**src/rtl/borrow_serial_sub.sv**
```systemverilog
// borrow_serial_sub: multi-cycle subtractor d = a - b - bin.
// One 4-bit borrow-lookahead slice is processed per clock, LSB slice first.
// A registered borrow links consecutive slices, so the combinational depth
// is a single 4-bit lookahead cell regardless of WIDTH.
// WIDTH must be a multiple of 4 in the range 4..64.
module borrow_serial_sub #(
    parameter int WIDTH = 16
) (
    input  logic             clk,
    input  logic             rst,
    input  logic             start,
    input  logic [WIDTH-1:0] a,
    input  logic [WIDTH-1:0] b,
    input  logic             bin,
    output logic             busy,
    output logic             done,
    output logic [WIDTH-1:0] d,
    output logic             bout,
    output logic             ovf
);

    localparam int SLICES = WIDTH / 4;
    // The counter is kept at least one bit wide so WIDTH=4 still elaborates.
    localparam int KW     = (SLICES > 1) ? $clog2(SLICES) : 1;
    localparam int SHW    = KW + 2;

    localparam logic [KW-1:0]    K_LAST     = KW'(SLICES - 1);
    localparam logic [WIDTH-1:0] SLICE_MASK = WIDTH'(4'hF);

    typedef enum logic [1:0] {
        IDLE = 2'd0,
        RUN  = 2'd1,
        DONE = 2'd2
    } state_t;

    state_t state;
    state_t state_next;

    // Captured operands, inter-slice borrow and slice counter.
    logic [WIDTH-1:0] op_a;
    logic [WIDTH-1:0] op_b;
    logic             borrow;
    logic [KW-1:0]    k;

    // Difference bits of completed slices; only copied to d at completion.
    logic [WIDTH-1:0] shadow;
    logic [WIDTH-1:0] shadow_next;

    // Registered results.
    logic [WIDTH-1:0] d_q;
    logic             bout_q;
    logic             ovf_q;

    // Slice datapath.
    logic [SHW-1:0]   shamt;
    logic [WIDTH-1:0] a_shifted;
    logic [WIDTH-1:0] b_shifted;
    logic [3:0]       slice_a;
    logic [3:0]       slice_b;
    logic [3:0]       gen;
    logic [3:0]       prop;
    logic [4:0]       brw;
    logic [3:0]       slice_d;
    logic             last_slice;
    logic             accept;
    logic             ovf_next;

    assign last_slice = (k == K_LAST);
    // A request is taken whenever no operation is running; DONE counts as
    // free so a start coinciding with done chains the next operation.
    assign accept     = start && (state != RUN);

    // Select the active slice of both operands.
    assign shamt     = {k, 2'b00};
    assign a_shifted = op_a >> shamt;
    assign b_shifted = op_b >> shamt;
    assign slice_a   = a_shifted[3:0];
    assign slice_b   = b_shifted[3:0];

    // A bit generates a borrow when a=0,b=1 and passes one through when a==b.
    assign gen  = ~slice_a & slice_b;
    assign prop = ~(slice_a ^ slice_b);

    // Full lookahead: every slice borrow is a flat sum of products of the
    // slice-in borrow, with no ripple between bit positions.
    assign brw[0] = borrow;
    assign brw[1] = gen[0]
                  | (prop[0] & borrow);
    assign brw[2] = gen[1]
                  | (prop[1] & gen[0])
                  | (prop[1] & prop[0] & borrow);
    assign brw[3] = gen[2]
                  | (prop[2] & gen[1])
                  | (prop[2] & prop[1] & gen[0])
                  | (prop[2] & prop[1] & prop[0] & borrow);
    assign brw[4] = gen[3]
                  | (prop[3] & gen[2])
                  | (prop[3] & prop[2] & gen[1])
                  | (prop[3] & prop[2] & prop[1] & gen[0])
                  | (prop[3] & prop[2] & prop[1] & prop[0] & borrow);

    assign slice_d = slice_a ^ slice_b ^ brw[3:0];

    // Shadow with the current slice merged in; on the final slice this is
    // the complete difference, which feeds d and the overflow test directly.
    assign shadow_next = (shadow & ~(SLICE_MASK << shamt))
                       | (WIDTH'(slice_d) << shamt);

    // Overflow: operand signs differ and the result sign differs from a.
    assign ovf_next = (op_a[WIDTH-1] ^ op_b[WIDTH-1])
                    & (shadow_next[WIDTH-1] ^ op_a[WIDTH-1]);

    // State register.
    // NOTE: clocked state uses non-blocking assignments so every register
    // samples pre-edge values and simulation matches the synthesized flops.
    always_ff @(posedge clk) begin
        if (rst) begin
            state <= IDLE;
        end else begin
            state <= state_next;
        end
    end

    // Next-state logic for the IDLE/RUN/DONE sequencer.
    // NOTE: state_next is assigned a default before the case so that every
    // path drives it and no latch is inferred.
    always_comb begin
        state_next = state;
        unique case (state)
            IDLE: begin
                if (start) begin
                    state_next = RUN;
                end
            end
            RUN: begin
                if (last_slice) begin
                    state_next = DONE;
                end
            end
            DONE: begin
                state_next = start ? RUN : IDLE;
            end
            default: begin
                state_next = IDLE;
            end
        endcase
    end

    // Operand capture, per-slice update and result load.
    // NOTE: operand, shadow and result registers are all cleared on reset so
    // that a reset, including one mid-operation, leaves a known zero state.
    always_ff @(posedge clk) begin
        if (rst) begin
            op_a   <= '0;
            op_b   <= '0;
            borrow <= 1'b0;
            k      <= '0;
            shadow <= '0;
            d_q    <= '0;
            bout_q <= 1'b0;
            ovf_q  <= 1'b0;
        end else if (accept) begin
            op_a   <= a;
            op_b   <= b;
            borrow <= bin;
            k      <= '0;
        end else if (state == RUN) begin
            shadow <= shadow_next;
            borrow <= brw[4];
            if (last_slice) begin
                d_q    <= shadow_next;
                bout_q <= brw[4];
                ovf_q  <= ovf_next;
            end else begin
                k <= k + KW'(1);
            end
        end
    end

    assign busy = (state == RUN);
    assign done = (state == DONE);
    assign d    = d_q;
    assign bout = bout_q;
    assign ovf  = ovf_q;

endmodule

```
**config.mk**
```make
export PLATFORM = sky130hd
export DESIGN_NAME = borrow_serial_sub
export DESIGN_NICKNAME = d
export VERILOG_FILES = /design/src/rtl/borrow_serial_sub.sv
export SDC_FILE = /design/constraint.sdc
export NUM_CORES = 1
export LEC_CHECK = 0
export CAP_MARGIN = 20
export CORE_UTILIZATION = 40
export DETAILED_ROUTE_END_ITERATION = 8
export PLACE_DENSITY = 0.78
export SLEW_MARGIN = 20
export SYNTH_ARGS = -nofsm -noshare
export SYNTH_HDL_FRONTEND = slang
export SYNTH_SLANG_ARGS = --single-unit
```
**constraint.sdc**
```tcl
create_clock -name clk -period 2.9 [get_ports clk]
set_clock_uncertainty 0.15 [all_clocks]
set_input_delay 0.87 -clock clk [delete_from_list [all_inputs] [get_ports clk]]
set_output_delay 0.87 -clock clk [all_outputs]
set_load 0.1 [all_outputs]
```
== Word-level counts from Yosys, hierarchy flattened ==
Cells that the tools add are included.

* Reductions and logical operators: 8
* Shift operators: 4
* Multiplexer cells: 6
* Equality and inequality tests: 6
* Bitwise gates (word level): 39
* Add/sub/neg operators: 1

{| class="wikitable"
|+ Operator list
! operator !! count
|-
| $shr 16x4->4 || 2
|-
| $and 1x1->1 || 17
|-
| $and 16x16->16 || 1
|-
| $not 16->16 || 1
|-
| $or 16x16->16 || 1
|-
| $shl 4x4->16 || 1
|-
| $shl 4x4->16 const A || 1
|-
| $or 1x1->1 || 10
|-
| $not 4->4 || 2
|-
| $xor 4x4->4 || 2
|-
| $pmux 2 s3 || 1
|-
| $reduce_and 2->1 || 3
|-
| $and 4x4->4 || 1
|-
| $eq 2x2->1 const B || 2
|-
| $mux 2 || 2
|-
| $ne 2x1->1 const B || 2
|-
| $mux 1 || 3
|-
| $reduce_and 3->1 || 1
|-
| $add 2x1->2 const B || 1
|-
| $eq 2x1->1 const B || 1
|-
| $logic_not 2->1 || 1
|-
| $ne 2x2->1 const B || 1
|-
| $not 1->1 || 2
|-
| $reduce_bool 2->1 || 1
|-
| other kinds (3) || 4
|}

* Register bits: 71
* Word-level logic and storage cells: 73
* Output and inout port bits: 20
* Bits of input ports: 36

== Logic depth before layout (Yosys ltp) ==
Gate-level depths: netlist (run 1).

* Depth in word-level cells: 12
* Gate-level depth with buffers: 10
* Depth with buffers taken out: 8

== Worst setup path before layout (run 1) ==
Ideal clock, no wire load.

* Path type: register to register
* Start point: register k[0]
* End point: register ovf_q (netlist: ovf)
* Path slack: -0.016 ns
* Arrival: 2.686 ns
* Stages on the path, launching flop included: 10
* Data required time: 2.671 ns
* Library setup time: 0.079 ns
* Path buffers: 2
* Clock period less this slack: 2.916 ns
* Cells stage by stage: dfxtp_1 > buf_2 > buf_2 > mux4_2 > ha_1 > a41oi_1 > o21ai_2 > xnor2_2 > a311o_1 > a211oi_2

* Longest elaborated chain between the ends: 12
* Elaborated cells between the ends (all ways): 24
* Those cells by class: 1 x eq/ne; 4 x shift; 18 x bitwise; 1 x reduce/logical

{| class="wikitable"
|+ Ends and longest elaborated chain
! item !! RTL line !! text
|-
| from (decl) || 43 || <nowiki>logic [KW-1:0] k;</nowiki>
|-
| from (signal assigned) || 175 || <nowiki>k <= k + KW'(1);</nowiki>
|-
| $shr 16x4->4 (on tied branches) || 75, 76 ||
|-
| $xor 4x4->4 or $not 4->4 (tied branches) || 82, 102, 81 ||
|-
| $not 4->4 or $and 4x4->4 (tied branches) || 82, 81 ||
|-
| $and 1x1->1 (on tied branches) || 93, 94, 95 ||
|-
| $or 1x1->1 (tied with other cells) || 93 || <nowiki>| (prop[2] & gen[1])</nowiki>
|-
| $or 1x1->1 or $and 1x1->1 (tied branches) || 94, 95 ||
|-
| $or 1x1->1 || 95 || <nowiki>| (prop[2] & prop[1] & prop[0] & borrow);</nowiki>
|-
| $xor 4x4->4 || 102 || <nowiki>assign slice_d = slice_a ^ slice_b ^ brw[3:0];</nowiki>
|-
| $shl 4x4->16 || 107 || <nowiki>| (WIDTH'(slice_d) << shamt);</nowiki>
|-
| $or 16x16->16 || 107 ||
|-
| $xor 1x1->1 || 111 || <nowiki>& (shadow_next[WIDTH-1] ^ op_a[WIDTH-1]);</nowiki>
|-
| $and 1x1->1 || 111 ||
|-
| to (signal assigned) || 173 || <nowiki>ovf_q <= ovf_next;</nowiki>
|-
| to (decl) || 52 || <nowiki>logic ovf_q;</nowiki>
|}

Several ways; a longest one is shown, not always the timed one.
A chain may end at the register's enable or synchronous reset.

== Final worst setup path (run 1) ==
Ends and elaborated chain as after synthesis.

==> results by group, run 1 <==
Run status
  • Outcome: completed

Worst setup path
  • Critical path startpoint category: register
  • Critical Path RT: roughly 3 ns
  • Worst-path fanout max: 7
  • Sequence of cells on the critical path: buf_4, mux4_2, ha_1, a41oi_2, o21ai_2, xnor2_2, a311o_1, a211oi_2
  • Max stage delay on crit path: 0.52 ns
  • Crit path max-delay cell type: sky130_fd_sc_hd__mux4_2
  • Data arrival time of the worst path: ~2.8 ns
  • Family with the most delay on the worst path: compound AO/OA/AOI/OAI gates
  • CP Buf/Inv Count: 1
  • Crit path capture type: register
  • Category of the critical setup timing path: register to register

STA
  • Final Hold Vio Count: 0
  • Max-Slew Margin vs Limit: 68.9%
  • Period utilization: 93.8%
  • Setup repair after global routing missed its margin: no
  • Transition time of the tightest slew-check pin: 0.465 ns
  • Post-layout minimum cycle time: 2.72 ns
  • Setup-violating endpoint count in the final report: 0
  • Total Neg Setup Slack: 0 ns
  • Fmax achieved: 368 MHz
  • Final Slew Violations: 0

Global route
  • Sum of overflow across all layers after global routing: 0
  • Overall track demand over capacity in global routing: 19.0%
  • Initial antenna violation count: 0
  • First-pass GRT wire length: ~11000 um
  • Number of global-route vias before repair: 2366
  • Largest net degree at the start of global routing: 68

Finish
  • Diode count: 0
  • Non-Filler Cell Area, Final: 3670 sq um
  • Layout Nets: 430
  • Area Growth Syn to Fin: 27.8%
  • Non-filler instance count after layout: 485
  • Filler Cells Inserted: between 600 and 700
  • Final standard cell utilization of the core: around 53%
  • Fraction of layout instances using a drive strength above 1: 15.4%

Yosys
  • Distinct cell type count of the synthesized netlist: 32
  • Post-synthesis area per instance: 8.61 sq um
  • Area share of xor/xnor cells in the synthesized design: 1.18%
  • Adder and majority cell fraction of the synthesized area: under 10%
  • Fraction of the mapped netlist area in compound gates: between 10% and 20%
  • Number of nets produced by synthesis: 378
  • Post-synthesis instance area: 2870 sq um
  • Yosys warnings: 0
  • Post-synthesis cell type with the largest combined area: sky130_fd_sc_hd__dfxtp_1
  • Largest cells by area after synthesis: sky130_fd_sc_hd__dfxtp_1, sky130_fd_sc_hd__nand2_1, sky130_fd_sc_hd__a21oi_1, sky130_fd_sc_hd__mux4_2, sky130_fd_sc_hd__nor2_1
  • Part of the Yosys area used for sequential elements: 46.8%
  • Multiplexer share of the synthesized area: 6.28%
  • Simple-Gate Fraction of Synth Area: 17.3%
  • Share of the synthesized area in the top cell type: a little under half
  • Flop and latch count out of synthesis: 67
  • Largest family of logic cells by synthesized area: compound AO/OA/AOI/OAI gates
  • Number of instances in the synthesized netlist: 333

Drt
  • Post-detailed-route count of antenna-violating nets: 0
  • Number of detailed-route iterations in the first pass: 4
  • Routed met3 length: between 300 and 400 um
  • Drt total wl: between 6000 and 7000 um
  • Wire length on met2: 3320 um
  • Post-detailed-route via-to-cell ratio: about 5.2
  • Average wire per cell in the routed design: 13.5 um
  • Drt first-iter violations: 167
  • Top Layer Used: met4
  • Sum of routed wire segments on met1: around 2800 um
  • Residual DRC: 0
  • Via total after detailed routing: 2514

CTS
  • CTS H-Tree Depth: 3
  • CTS tree: built
  • Clk buf depth: 2
  • Total CTS buffers: 9
  • Number of buffers inserted by hold repair at cts: 0
  • Clock latency on the worst-skew pair: 0.34 ns
  • Library cell used as clock root buffer: sky130_fd_sc_hd__clkbuf_8
  • Total number of clock tree sinks: 67
  • Post-CTS Setup Inserts: 0
  • Clock transition at the registers of the reported paths: 0.07 ns

Die
  • I/O pin total: 56
  • Initial core utilization: 41.7%
  • Die Ht: 86.7 um
  • Die width: a little under 90 um
  • Area of the die: ~7500 sq um
  • Area inside the core boundary: 6870 sq um
  • Row count: 30

Place
  • Input/output buffers: 55
  • Placed cell count: 470
  • Post-detailed-placement half-perimeter wirelength: 4670 um
  • RePlAce Congestion: 0.807
  • Cell area reported after detailed placement: 3490 sq um

Job
  • Max-cap viol count: 0

Power
  • Leakage power of the design: roughly 1.4 nW
  • Maximum vdd drop: 0.364 mV
  • Pwr Total: approximately 2.0 mW
  • Total power per unit cell area: 550 nW/um^2

Worst hold path
  • HP Class: register to register
[through the flow]
step           hold WS [ns]  worst slack (ns)
5_1_grt               0.332            0.0196
2_1_floorplan         0.283            0.0397
3_3_place_gp          0.291             0.276
3_5_place_dp          0.299             0.127
4_1_cts               0.308             0.117
6_report              0.305             0.181
[area by class of cell]
cell class	instances	area, sq um	area share, %
multi-input cells	226	1380	37.6
flip-flops and latches	67	1340	36.6
repair buffers	66	603	16.5
clock buffers	10	138	3.75
well taps	96	120	3.28
inverters	15	56.3	1.54
clock inverters	5	30.0	0.819
[registers in the layout (all words and copies together) (netlist names)]
| name | cells |
|---|---|
| borrow | 1 |
| bout | 1 |
| d | 16 |
| k | 2 |
| op_a | 16 |
| op_b | 16 |
| ovf | 1 |
| shadow | 12 |
| state | 2 |
[repair_timing]
action	CTS	global route
setup endpoints to repair	0	3
hold endpoints to repair	0	0
gates resized for setup	0	1
[power by group]
| group | internal [mW] | switching [mW] |
|---|---|---|
| Combinational | 0.161 | 0.202 |
| Sequential | 0.964 | 0.0268 |
| Clock | 0.323 | 0.340 |
[per-layer routing]
| layer | track usage, % | vias to the layer above |
|---|---|---|
| met2 | 33.0 | 83 |
| met5 | 0 | - |
| met3 | 6.38 | 6 |
| met4 | 6.06 | 0 |
| met1 | 22.1 | 1174 |
| li1 | - | 1251 |
[path summary, 6_finish.rpt]
path	startpoint	end	slack, ns	depth (start not counted)
worst max-delay path	k[0]$_SDFFE_PP0P_	ovf$_SDFFE_PP0P_	0.18	8
worst min-delay path	op_b[4]$_SDFFE_PP0P_	op_b[4]$_SDFFE_PP0P_	0.31	2
worst max register to register	k[0]$_SDFFE_PP0P_	ovf$_SDFFE_PP0P_	0.18	8
worst min register to register	op_b[4]$_SDFFE_PP0P_	op_b[4]$_SDFFE_PP0P_	0.31	2
[cell families after synthesis]
kind of cell,Yosys count
buffers and inverters,40
multiplexers,8
AO/OA/AOI/OAI,82
adder cells (fa/ha/maj),9
flip-flops,67
XOR/XNOR,3
AND/OR/NAND/NOR,124
[worst min-delay path, stage by stage, from the launching register on]
cell and delay [ns]:
sky130_fd_sc_hd__dfxtp_1 0.31, sky130_fd_sc_hd__nand2_1 0.05, sky130_fd_sc_hd__a21oi_1 0.05
[cell usage in the layout, fill, tap and decap left out, drive strengths merged, types with 7 or more instances in the layout]
cell            n
buf            32
clkdlybuf4s50  34
dfxtp          67
inv            14
mux4            8
nor2           37
nor3            7
a22oi           9
a21oi          40
nand2          73
clkbuf         10
a211oi         15
ha              8
[synth_stat cells (all sizes together)]
library cell	instances
nand2	73
dfxtp	67
a21oi	40
nor2	37
clkbuf	17
a211oi	15
inv	14
a22oi	9
buf	8
ha	8
mux4	8
nor3	7
a221oi	6
a32oi	6
and2	2
nand4	2
o21ai	2
xnor2	2
a21o	1
a311o	1
a41oi	1
clkinv	1
fa	1
nand2b	1
nor2b	1
nor3b	1
o211a	1
xor2	1
No activity file was read; power rests on OpenSTA's default activity.
==> inputs of run 2 (changes only) <==
--- a/config.mk
+++ b/config.mk
@@ -6,10 +6,9 @@
 export NUM_CORES = 1
 export LEC_CHECK = 0
 export CAP_MARGIN = 20
-export CORE_UTILIZATION = 40
+export CORE_UTILIZATION = 30
 export DETAILED_ROUTE_END_ITERATION = 8
-export PLACE_DENSITY = 0.78
-export SLEW_MARGIN = 20
+export PLACE_DENSITY = 0.64
 export SYNTH_ARGS = -nofsm -noshare
 export SYNTH_HDL_FRONTEND = slang
 export SYNTH_SLANG_ARGS = --single-unit
==> run 2 against run 1 <==
  * Fmax fell by 1.5%
  * First-iteration DRC count shrank 46%
  * Non-clock buffer count is 1 higher
  * Hold slack barely moved
  * Setup slack got worse by 0.042 ns
  * Clock power up 43%
  * Routed wire length grew 1.3%
  * Sequential share of layout area is 1.4 points lower
  * Cell count rose by 7.2%
  * Final area increased by 4.0%
==> results by group, run 2 (synthesis gave the netlist of run 1 again) <==
STA
  • Total Neg Setup Slack: 0 ns (unchanged)
  • Final Slew Violations: 0 (unchanged)
  • Period utilization: 95.2% (+1.4 points)
  • Max-Slew Margin vs Limit: 68.4% (-0.49 points)
  • Final Hold Vio Count: 0 (unchanged)
  • Post-layout minimum cycle time: 2.76 ns (+0.0415 ns)
  • Fmax achieved: 362 MHz (-1.5%)
  • Setup-violating endpoint count in the final report: 0 (unchanged)
  • Final hold slack: 0.305 ns (-0.000171 ns)
  • Transition time of the tightest slew-check pin: 0.472 ns (+0.00692 ns)

CTS
  • Clock transition at the registers of the reported paths: 0.07 ns (about the same)
  • Total CTS buffers: 9 (unchanged)
  • Number of buffers inserted by hold repair at cts: 0 (unchanged)
  • CTS H-Tree Depth: 3 (unchanged)
  • Library cell used as clock root buffer: sky130_fd_sc_hd__clkbuf_8
  • Clock latency on the worst-skew pair: 0.34 ns (about the same)
  • Total number of clock tree sinks: 67 (unchanged)
  • Clk buf depth: 2 (unchanged)
  • CTS tree: built

Worst setup path
  • Critical path startpoint category: register
  • Crit path max-delay cell type: sky130_fd_sc_hd__mux4_2
  • Max stage delay on crit path: 0.49 ns (-0.03 ns)
  • Data arrival time of the worst path: 2.87 ns (+0.04 ns)
  • Worst-path fanout max: 12 (+5)
  • Category of the critical setup timing path: register to register
  • Reg-to-reg slack, setup: 0.14 ns (-0.04 ns)
  • Critical Path RT: 3.01 ns (about the same)
  • Crit path capture type: register
  • Sequence of cells on the critical path: buf_12, mux4_2, ha_1, a41oi_1, o21ai_2, xnor2_4, a311o_1, a211oi_2

Die
  • Initial core utilization: 31.0% (-11 points)
  • Die Ht: 99.8 um (+15%)
  • Area of the die: 9950 sq um (+33%)
  • Row count: 35 (+17%)
  • Die width: 99.8 um (+15%)
  • I/O pin total: 56 (unchanged)
  • Area inside the core boundary: 9240 sq um (+35%)

Finish
  • Most common cell after layout, fill and taps aside: sky130_fd_sc_hd__nand2_1
  • Diode count: 0 (unchanged)
  • Commonest cells after routing, fill and taps aside: sky130_fd_sc_hd__nand2_1, sky130_fd_sc_hd__dfxtp_1, sky130_fd_sc_hd__a21oi_1, sky130_fd_sc_hd__nor2_1, sky130_fd_sc_hd__clkdlybuf4s50_1
  • Layout Nets: 431 (+0.23%)
  • Fraction of layout instances using a drive strength above 1: 15.6% (+0.18 points)
  • Area Growth Syn to Fin: 33.0%

Global route
  • First-pass GRT wire length: 10800 um (+0.12%)
  • Overall track demand over capacity in global routing: 14.2% (-4.8 points)
  • Number of global-route vias before repair: 2268 (-4.1%)
  • Initial antenna violation count: 0 (unchanged)
  • Largest net degree at the start of global routing: 33 (-51%)
  • Sum of overflow across all layers after global routing: 0 (unchanged)

Drt
  • Post-detailed-route via-to-cell ratio: 4.68 (-9.7%)
  • Drt first-iter violations: 91 (-46%)
  • Residual DRC: 0 (unchanged)
  • Number of detailed-route iterations in the first pass: 4 (unchanged)
  • Average wire per cell in the routed design: 12.7 um (-5.6%)
  • Drt total wl: 6630 um (+1.3%)
  • Via total after detailed routing: 2435 (-3.1%)
  • Post-detailed-route count of antenna-violating nets: 0 (unchanged)

Power
  • Total power per unit cell area: 606 nW/um^2 (+10%)
  • Net switching fraction of the power: 25.4% (-2.9 points)
  • Portion of total power attributed to the clock network: 41.2% (+8.3 points)
  • Maximum vdd drop: 0.257 mV (-29%)
  • Relative contribution of sequential cells to total power: 42.8% (-6.3 points)
  • Leakage power of the design: 1.44 nW (+3.7%)
  • Gate power share: 16.0% (-2.0 points)
  • Internal: 1.73 mW (+19%)
  • Switching power: 0.586 mW (+2.9%)
  • Pwr Total: 2.31 mW (+15%)

Place
  • Post-detailed-placement half-perimeter wirelength: 4790 um (+2.4%)
  • Input/output buffers: 55 (unchanged)
  • RePlAce Congestion: 0.773 (-4.2%)

Job
  • Max-cap viol count: 0 (unchanged)

Worst hold path
  • HP Class: register to register

Run status
  • Outcome: completed
-- run 2: final timing paths --
path	depth (start not counted)	to	startpoint
min	2	op_b[12]$_SDFFE_PP0P_	op_b[12]$_SDFFE_PP0P_
max	8	ovf$_SDFFE_PP0P_	k[0]$_SDFFE_PP0P_
max reg2reg	8	ovf$_SDFFE_PP0P_	k[0]$_SDFFE_PP0P_
min reg2reg	2	op_b[12]$_SDFFE_PP0P_	op_b[12]$_SDFFE_PP0P_
-- run 2: cell type report --
type | count | area, sq um
fillers | 923 | 5430
multi-input cells | 226 | 1380
flip-flops and latches | 67 | 1340
repair buffers | 67 | 623
well taps | 129 | 161
clock buffers | 10 | 138
clock inverters | 6 | 113
inverters | 15 | 56.3
-- run 2: stage by stage --
step	setup slack, ns	utilization, %	std cells	area, sq um
floorplan	0.0397	-	333	2870
global placement	0.179	38.4	503	3540
detailed placement	0.0934	38.4	503	3540
CTS	0.0637	41.1	519	3790
global route	-0.00948	41.3	520	3810
finish	0.139	41.3	520	3810
-- run 2: per-layer routing --
layer | wire length [um] | track usage (%) | part of all wire [%]
met1 | 2980 | 17.3 | 45
met2 | 3210 | 23.6 | 48
met3 | 367 | 4.32 | 5.5
met4 | 76 | 5.43 | 1.1
met5 | 0 | 0 | 0
-- run 2: timing repair --
item                       in CTS  in global routing
buffers inserted                0                  1
setup endpoints to repair       0                  3
gates resized for setup         0                  1
-- run 2: critical path, delay by kind of cell, from the launching register on --
kind,cells,cell delay (ns)
flops,1,0.37
xor+xnor,1,0.20
mux,1,0.49
buf+inv,1,0.16
compound gates,4,0.95
fa+ha+maj,1,0.34
-- run 2: power groups by stage --
stage / Clock [mW] / Combinational, mW / Sequential, mW
after floorplan: 0 / 0.225 / 1.00
after global placement: 0 / 0.348 / 1.01
after detailed placement: 0 / 0.357 / 1.01
after CTS: 0.976 / 0.358 / 0.989
after global routing: 1.02 / 0.409 / 0.994
final: 0.952 / 0.370 / 0.989
